`src/rtl/wb_bfm_slave.sv`:
```
// Wishbone slave BFM: turns Wishbone beats into a req/resp handshake on the user side.
// Define WB_BFM_SLAVE_ADDR_CHECK_EN to check the master's burst addresses against the computed ones.

module wb_bfm_lane (
   input  logic       wb_clk,
   input  logic       wb_rst_n,
   input  logic       ld_w,
   input  logic       ld_r,
   input  logic [7:0] wdat,
   input  logic       wsel,
   input  logic [7:0] rdat,
   output logic [7:0] wdata_q,
   output logic       mask_q,
   output logic [7:0] rdata_q
);

   always_ff @(posedge wb_clk or negedge wb_rst_n) begin
      if (!wb_rst_n) begin
         wdata_q <= '0;
         mask_q  <= 1'b0;
         rdata_q <= '0;
      end else begin
         if (ld_w) begin
            wdata_q <= wdat;
            mask_q  <= wsel;
         end
         if (ld_r) rdata_q <= rdat;
      end
   end

endmodule

module wb_bfm_slave #(
   parameter int aw = 32,
   parameter int dw = 32
) (
   input  logic            wb_clk,
   input  logic            wb_rst_n,
   input  logic [aw-1:0]   wb_adr_i,
   input  logic [dw-1:0]   wb_dat_i,
   input  logic [dw/8-1:0] wb_sel_i,
   input  logic            wb_we_i,
   input  logic            wb_cyc_i,
   input  logic            wb_stb_i,
   input  logic [2:0]      wb_cti_i,
   input  logic [1:0]      wb_bte_i,
   output logic [dw-1:0]   wb_sdt_o,
   output logic            wb_ack_o,
   output logic            wb_err_o,
   output logic            wb_rty_o,
   output logic            req_o,
   output logic            op_o,
   output logic [aw-1:0]   addr_o,
   output logic [dw-1:0]   wdata_o,
   output logic [dw/8-1:0] mask_o,
   output logic            burst_o,
   output logic [1:0]      bte_o,
   output logic            last_o,
   input  logic            rsp_ack_i,
   input  logic            rsp_err_i,
   input  logic [dw-1:0]   rsp_rdata_i,
   output logic [31:0]     rd_cnt_o,
   output logic [31:0]     wr_cnt_o
);

   localparam int NUM_LANES = dw / 8;

   localparam logic [1:0] S_IDLE = 2'd0;
   localparam logic [1:0] S_REQ  = 2'd1;
   localparam logic [1:0] S_RESP = 2'd2;

   logic [1:0]    state;
   logic          cyc_stb, start, cont, adr_bad, rsp_any;
   logic          ld_w, ld_r, cti_burst, cti_last;
   logic [aw-1:0] inc_addr, wrap_mask, next_addr;

   logic [NUM_LANES-1:0][7:0] wdat_l, rdat_l, wdata_l, rdata_l;
   logic [NUM_LANES-1:0]      mask_l;

   assign cyc_stb   = wb_cyc_i & wb_stb_i;
   assign rsp_any   = rsp_ack_i | rsp_err_i;
   assign cti_burst = (wb_cti_i == 3'b001) | (wb_cti_i == 3'b010);
   assign cti_last  = (wb_cti_i == 3'b000) | (wb_cti_i == 3'b111);

   assign start = (state == S_IDLE) & cyc_stb;
   // RESP with no termination pending is the gap between burst beats; the
   // master only presents the next beat after it has seen the ack.
   assign cont  = (state == S_RESP) & cyc_stb & ~wb_ack_o & ~wb_err_o & ~adr_bad;
   assign ld_w  = start | cont;
   assign ld_r  = (state == S_REQ) & wb_cyc_i & rsp_any & ~op_o;

   assign req_o    = (state == S_REQ);
   assign wb_rty_o = 1'b0;

   always_comb begin
      wrap_mask = '0;
      case (bte_o)
         2'b01:   wrap_mask = aw'(4 * NUM_LANES - 1);
         2'b10:   wrap_mask = aw'(8 * NUM_LANES - 1);
         2'b11:   wrap_mask = aw'(16 * NUM_LANES - 1);
         default: wrap_mask = '0;
      endcase
      inc_addr  = addr_o + aw'(NUM_LANES);
      next_addr = (bte_o == 2'b00) ? inc_addr
                                   : ((addr_o & ~wrap_mask) | (inc_addr & wrap_mask));
   end

`ifdef WB_BFM_SLAVE_ADDR_CHECK_EN
   assign adr_bad = (state == S_RESP) & cyc_stb & ~wb_ack_o & ~wb_err_o
                    & (wb_adr_i != next_addr);
`else
   assign adr_bad = 1'b0;
`endif

   assign wdat_l = wb_dat_i;
   assign rdat_l = rsp_rdata_i;

   for (genvar g = 0; g < NUM_LANES; g++) begin : g_lane
      wb_bfm_lane u_lane (
         .wb_clk   (wb_clk),
         .wb_rst_n (wb_rst_n),
         .ld_w     (ld_w),
         .ld_r     (ld_r),
         .wdat     (wdat_l[g]),
         .wsel     (wb_sel_i[g]),
         .rdat     (rdat_l[g]),
         .wdata_q  (wdata_l[g]),
         .mask_q   (mask_l[g]),
         .rdata_q  (rdata_l[g])
      );
   end

   assign wdata_o  = wdata_l;
   assign mask_o   = mask_l;
   assign wb_sdt_o = rdata_l;

   always_ff @(posedge wb_clk or negedge wb_rst_n) begin
      if (!wb_rst_n) begin
         state    <= S_IDLE;
         wb_ack_o <= 1'b0;
         wb_err_o <= 1'b0;
         op_o     <= 1'b0;
         addr_o   <= '0;
         burst_o  <= 1'b0;
         last_o   <= 1'b0;
         bte_o    <= 2'b00;
         rd_cnt_o <= '0;
         wr_cnt_o <= '0;
      end else begin
         wb_ack_o <= 1'b0;
         wb_err_o <= 1'b0;
         case (state)
            S_IDLE: begin
               if (start) begin
                  state   <= S_REQ;
                  addr_o  <= wb_adr_i;
                  op_o    <= wb_we_i;
                  bte_o   <= wb_bte_i;
                  burst_o <= cti_burst;
                  last_o  <= cti_last;
                  if (wb_we_i) wr_cnt_o <= wr_cnt_o + 32'd1;
                  else         rd_cnt_o <= rd_cnt_o + 32'd1;
               end
            end
            S_REQ: begin
               if (!wb_cyc_i) begin
                  state <= S_IDLE;
               end else if (rsp_any) begin
                  state    <= S_RESP;
                  wb_err_o <= rsp_err_i;
                  wb_ack_o <= ~rsp_err_i;
               end
            end
            S_RESP: begin
               if (!wb_cyc_i || wb_err_o || (wb_ack_o && !burst_o)) begin
                  state <= S_IDLE;
               end else if (adr_bad) begin
                  wb_err_o <= 1'b1;
               end else if (cont) begin
                  state   <= S_REQ;
                  addr_o  <= next_addr;
                  burst_o <= cti_burst;
                  last_o  <= cti_last;
               end
            end
            default: state <= S_IDLE;
         endcase
      end
   end

endmodule

```
`config.mk`:
```
export PLATFORM = sky130hd
export DESIGN_NAME = wb_bfm_slave
export DESIGN_NICKNAME = d
export VERILOG_FILES = /design/src/rtl/wb_bfm_slave.sv
export SDC_FILE = /design/constraint.sdc
export NUM_CORES = 1
export LEC_CHECK = 0
export ABC_CLOCK_PERIOD_IN_PS = 2700
export CAP_MARGIN = 20
export CORE_MARGIN = 4
export CORE_UTILIZATION = 49
export DETAILED_ROUTE_END_ITERATION = 8
export HOLD_SLACK_MARGIN = 0.15
export PLACE_DENSITY = 0.87
export SYNTH_ARGS = -nofsm -noshare
export SYNTH_HDL_FRONTEND = slang
export SYNTH_SLANG_ARGS = --single-unit
```
`constraint.sdc`:
```
create_clock -name wb_clk -period 2.7 [get_ports wb_clk]
set_input_delay 0.54 -clock wb_clk [delete_from_list [all_inputs] [get_ports wb_clk]]
set_output_delay 0.54 -clock wb_clk [all_outputs]
set_load 0.01 [all_outputs]
```
Yosys cells after proc, flatten, opt, wreduce, memory -nomap -nowiden
Cells that the tools add are included.
{ "classes": {"add_sub_neg": 3, "n_eq_ne": 13, "mux": 26, "bitwise": 21, "n_reduce_logical": 14} }
{ "ops": {"columns": ["op", "n"], "rows": [
  ["2-to-1 mux 32 bit", 4],
  ["adder 32 x 1 -> 32 bit, second input constant", 2],
  ["AND 32 bit", 2],
  ["one-hot mux 32 bit (2 select lines)", 1],
  ["adder 32 x 3 -> 32 bit, second input constant", 1],
  ["inverter 32 bit", 1],
  ["bitwise OR 32 bit", 1],
  ["one-hot mux 6 bit (3 select lines)", 1],
  ["2-to-1 mux 1 bit", 12],
  ["2-to-1 mux 2 bit", 5],
  ["AND reduction 3 bit", 3],
  ["AND 1 bit", 8],
  ["equality test 2 bit, second input constant", 3],
  ["!= test 2 bit, second input constant", 3],
  ["!= test 3 x 2 -> 1 bit, second input constant", 2],
  ["one-hot mux 2 bit (3 select lines)", 1],
  ["inverter 1 bit", 5],
  ["equality test 2 x 1 -> 1 bit, second input constant", 2],
  ["logical NOT 2 bit", 2],
  ["bitwise OR 1 bit", 4],
  ["one-hot mux 1 bit (2 select lines)", 2],
  ["AND reduction 4 bit", 1],
  ["equality test 3 x 1 -> 1 bit, second input constant", 1],
  ["equality test 3 x 2 -> 1 bit, second input constant", 1],
  ["other kinds (7)", 9]
]} }
{ "totals": {"ff_bits": 173, "inputBits": 112, "output_inout_bits": 173, "word_cells": 99} }

Longest topological paths before layout
{ "depth": {"depth_word": 9, "depth_mapped": 7, "depth_no_buf": 6} }

By module
From an unflattened synthesis, not the netlist that was laid out.
{ "hier_totals": {"cells_unflattened": 686, "hier_area_um2": 8209.1} }
{ "modules_own_cells": {"columns": ["module", "n_inst", "cells_per_inst", "area_per_inst_um2", "seq_area_each_um2"], "rows": [
  ["wb_bfm_slave", 1, 542, 5396.4, 2627.5],
  ["wb_bfm_lane", 4, 36, 703.2, 425.4]
]} }

Worst setup path before layout
No wires, ideal clock.
{ "synth_path": {"path_kind": "register to register", "start": "reg addr_o[2]", "end": "reg addr_o[30]", "setup_ns": 0.087, "arrival_ns": 1.742, "required_ns": 2.613, "slack_ns": 0.871, "path_stages_with_launch": 7, "path_buffers": 0, "period_less_slack_ns": 1.829, "cell_sequence": "dfrtp_1 > ha_1 > nand2_1 > nor3_2 > nand4_2 > or4_1 > o211ai_1"} }
{ "synth_via": {"elab_chain_len": 7} }
{ "synth_lines": {"columns": ["element", "line", "text"], "rows": [
  ["from (decl)", "53", "output logic [aw-1:0] addr_o,"],
  ["from (signal assigned)", "156", "addr_o <= wb_adr_i;"],
  ["from (signal assigned)", "181", "addr_o <= next_addr;"],
  ["adder 32 x 3 -> 32 bit (*)", "103", "inc_addr = addr_o + aw'(NUM_LANES);"],
  ["AND 32 bit", "105", ": ((addr_o & ~wrap_mask) | (inc_addr & wrap_mask));"],
  ["bitwise OR 32 bit", "105", null],
  ["2-to-1 mux 32 bit (*)", "104", "next_addr = (bte_o == 2'b00) ? inc_addr"],
  ["2-to-1 mux 32 bit (*)", "179", "end else if (cont) begin"],
  ["2-to-1 mux 32 bit (*)", "175", "if (!wb_cyc_i || wb_err_o || (wb_ack_o && !burst_o)) begin"],
  ["one-hot mux 32 bit (2 select lines) (*)", "152", "case (state)"]
]} }
Every way passes the cells marked *; elsewhere a longest branch is shown, timed or not. The select of a mux whose other input is x is not followed.
A chain may end at the register's enable or synchronous reset.

Worst setup path in the final report
{ "layout_path": {"start": "reg state[0]", "end": "out req_o"} }
{ "layout_via": {"elab_chain_len": 1} }
{ "layout_lines": {"columns": ["element", "line", "text"], "rows": [
  ["from (decl)", "72", "logic [1:0] state;"],
  ["from (signal assigned)", "139", "state <= S_IDLE;"],
  ["from (signal assigned)", "155", "state <= S_REQ;"],
  ["from (signal assigned)", "167", "state <= S_IDLE;"],
  ["equality test 2 x 1 -> 1 bit", "92", "assign req_o = (state == S_REQ);"],
  ["to (decl)", "51", "output logic req_o,"]
]} }
Every way passes these cells.

==> impl_metrics.ini <==
[outcome]
outcome = finished clean

[finish]
num_antenna_cells = 0
syn_to_final_growth_pct = 47.6
regArea_mm2 = 0.00433
drive_above_1_share = 0.0854
finalNetCount = 1167
multiInputGateArea_mm2 = 0.00336
nFillCells = 1122
instances_no_fill = 1281

[placement]
gp_congestion = 0.867
hpwlAfterDp_um = 17200
place_ws_ns = 0.0103
place_inst = 1248
io_buffers = 283

[setup_path]
end_kind = output port
path_class = register to output port
path_buf_inv = 1
rr_worst_depth = 6
path_max_fanout = 6
startpoint = state[0]
path_depth = 2
r2r_start = addr_o[3]
critical-path-slowest-cell = clkdlybuf4s50_1
cp_slowest_stage_delay_ns = 0.61
required_ns = 2.16
r2r_setup_slack_ns = 0.63
reg2reg_to = addr_o[30]
cp.arrival_ns = 1.77
cp-start-kind = register
path_cells = nor2b_1 -> clkdlybuf4s50_1
path_delay_family = buffers and inverters
crit_path_end = req_o

[clock_tree]
post-cts-setup-buffers = 0
clk_latency_ns = 0.42
numCtsBuffers = 17
htreeDepth = 4
post_cts_resized = 0
cts_hold_buf = 1
cts_root_buf = clkbuf_16
cts_max_path_buffers = 2
cts_sinks = 173
clkSlewWorstSetupHoldPaths_ns = 0.07
cts_tree = yes

[timing]
max_freq_ghz = 0.433
worst_slew_pin_slew_ns = 0.697
fin_tns_setup_ns = 0
finalCriticalPeriod_ns = 2.31
setup_viol_count_final = 0
period_share = 0.855
finClkSkew_ns = 0.00915
finalMaxSlewViolations = 0
hold_viol_final = 0
relSlewSlack = 0.535
rsz0062_at_grt = no
fin_ws_ns = 0.392

[power]
p_leak_nw = 4.98
ir_worst_vdd_mv = 0.433
total_power_mw = 8.08
p_per_area_mw_per_mm2 = 696

[global_routing]
met1_usage = 0.308
antenna_found_initial = 0
use_met2 = 0.417
grt_pass1_wl_um = 36300
grt_pass1_vias = 6973
top_usage_layer = met2
grt_overflow_total = 0
track_usage = 0.251
grt_start_max_net_pins = 64
grt_use_met3 = 0.0719

[synthesis]
synth_area_per_cell_um2 = 10.3
synth_top_cell_area_share = 0.550
ys_seq_area_frac = 0.550
synth-async-reset-ratio = 1.00
synth_area_leaders = dfrtp_1 (55%), nand2_1 (8.9%), xnor2_1 (5.3%)
synth_top_area_cell = dfrtp_1
synthCells = 765
synth_edf_count = 0
yosys_register_bits = 173
synth-main-ff-cell = dfrtp_1
synth_area_mm2 = 0.00787
synth_nets = 880
yosys_warnings = 0
synth_cell_types = 61

[routing]
wl_per_cell_um = 17.8
via_per_inst = 5.42
firstDrtPassIters = 5
drc = 0
totalWireLength_um = 22800
vias = 6947
drtIter0Drc = 382
drt.antenna.violating_nets = 0

[floorplanning]
coreArea_mm2 = 0.0158
rows = 46
start_util = 0.497
die_area_mm2 = 0.0182
die_w_um = 135
io_pins = 285
dieHeight_um = 135

[hold_path]
hp-start = g_lane[1].u_lane.wdata_q[5]
hold_class = register to register

[job]
max_cap_violations = 0
==> layer usage <==
metal / vias to the layer above / wire, um
met4: 0 / 794
met5: - / 0
li1: 3252 / -
met2: 299 / 11200
met3: 51 / 2010
met1: 3345 / 8800
==> kinds of logic (layout without fill, tap and decap cells) <==
group,after synthesis,count (layout),synth area share
flops,173,173,0.550
mux,36,36,0.0512
simple gates,365,365,0.232
compound gates,81,81,0.0671
fa+ha+maj,3,3,0.00477
xor+xnor,63,63,0.0701
other cells,1,1,0.000476
buf+inv,43,343,0.0248
==> cells in the final DEF, fill, tap and decap left out, types with 3 or more instances in the layout <==
cell type and instances:
o21ai_0 11, a2bb2oi_1 8, buf_4 15, inv_6 6, nor4_1 7, nor3_1 9, or3_1 6, ha_1 3
nor2b_1 4, and3_1 11, nand2_1 187, xnor2_1 48, and4_1 5, clkdlybuf4s50_1 282, o22ai_1 9, inv_1 8
a31oi_1 5, mux2_2 22, and2_1 6, or4_1 6, dfrtp_1 173, clkinv_2 3, mux2_1 12, clkbuf_16 17
o21ai_1 3, a21oi_1 23, buf_12 4, xor2_1 15, o211ai_1 5, nor2_1 26, nand3_1 38, nand4_1 33
==> final cells by class <==
class                      count  area share
inverter                       8     0.00258
clock buffer                  18      0.0378
sequential                   173       0.373
multi-input combinational    549       0.289
tap                          216      0.0233
clock inverter                14      0.0132
timing repair buffer         303       0.261
==> where the power goes <==
part	internal [mW]	switching, mW	leakage, nW
clock network	1.41	1.07	0.290
registers	3.04	0.393	2.20
logic	1.26	0.920	2.49
total	5.70	2.38	4.98
==> synth_stat cells (all sizes together), types with 8 or more instances <==
cell type,instances
nand4,35
nand2,187
clkbuf,16
buf,19
a2bb2oi,8
and3,12
nor3,11
mux2,34
a21oi,23
xor2,15
o22ai,9
nor4,11
nor2,28
inv,8
nand3,40
dfrtp,173
o21ai,14
xnor2,48
==> tightest hold or removal path, stage by stage (launching register included) <==
cell	delay (ns)
dfrtp_1	0.34
nand2_1	0.05
nand2_1	0.05
==> flip-flops by register name, summed over array words and instances (netlist names), named ones only <==
name                   flops
last_o                     1
burst_o                    1
g_lane.u_lane.rdata_q     32
op_o                       1
wb_err_o                   1
wr_cnt_o                  32
addr_o                    30
rd_cnt_o                  32
g_lane.u_lane.wdata_q     32
wb_ack_o                   1
g_lane.u_lane.mask_q       4
state                      2
bte_o                      2
==> per-stage QoR <==
stage                util  hold slack (ns)  cell area, um2
floorplan               -            0.244            7870
global placement    0.696            0.457           11000
detailed placement  0.696            0.461           11000
CTS                 0.734            0.478           11600
global route        0.734            0.494           11600
finish              0.734            0.474           11600
==> worst min path at each step <==
| stage | end | cells after the start |
|---|---|---|
| CTS | g_lane[0].u_lane.wdata_q[1] | 2 |
| detailed placement | g_lane[0].u_lane.wdata_q[1] | 2 |
| global route | g_lane[0].u_lane.wdata_q[5] | 2 |
| floorplan | async pin | 0 |
| finish | g_lane[1].u_lane.wdata_q[5] | 2 |
| global placement | g_lane[0].u_lane.wdata_q[3] | 2 |
Note: power is estimated with default switching activity, not from simulation.
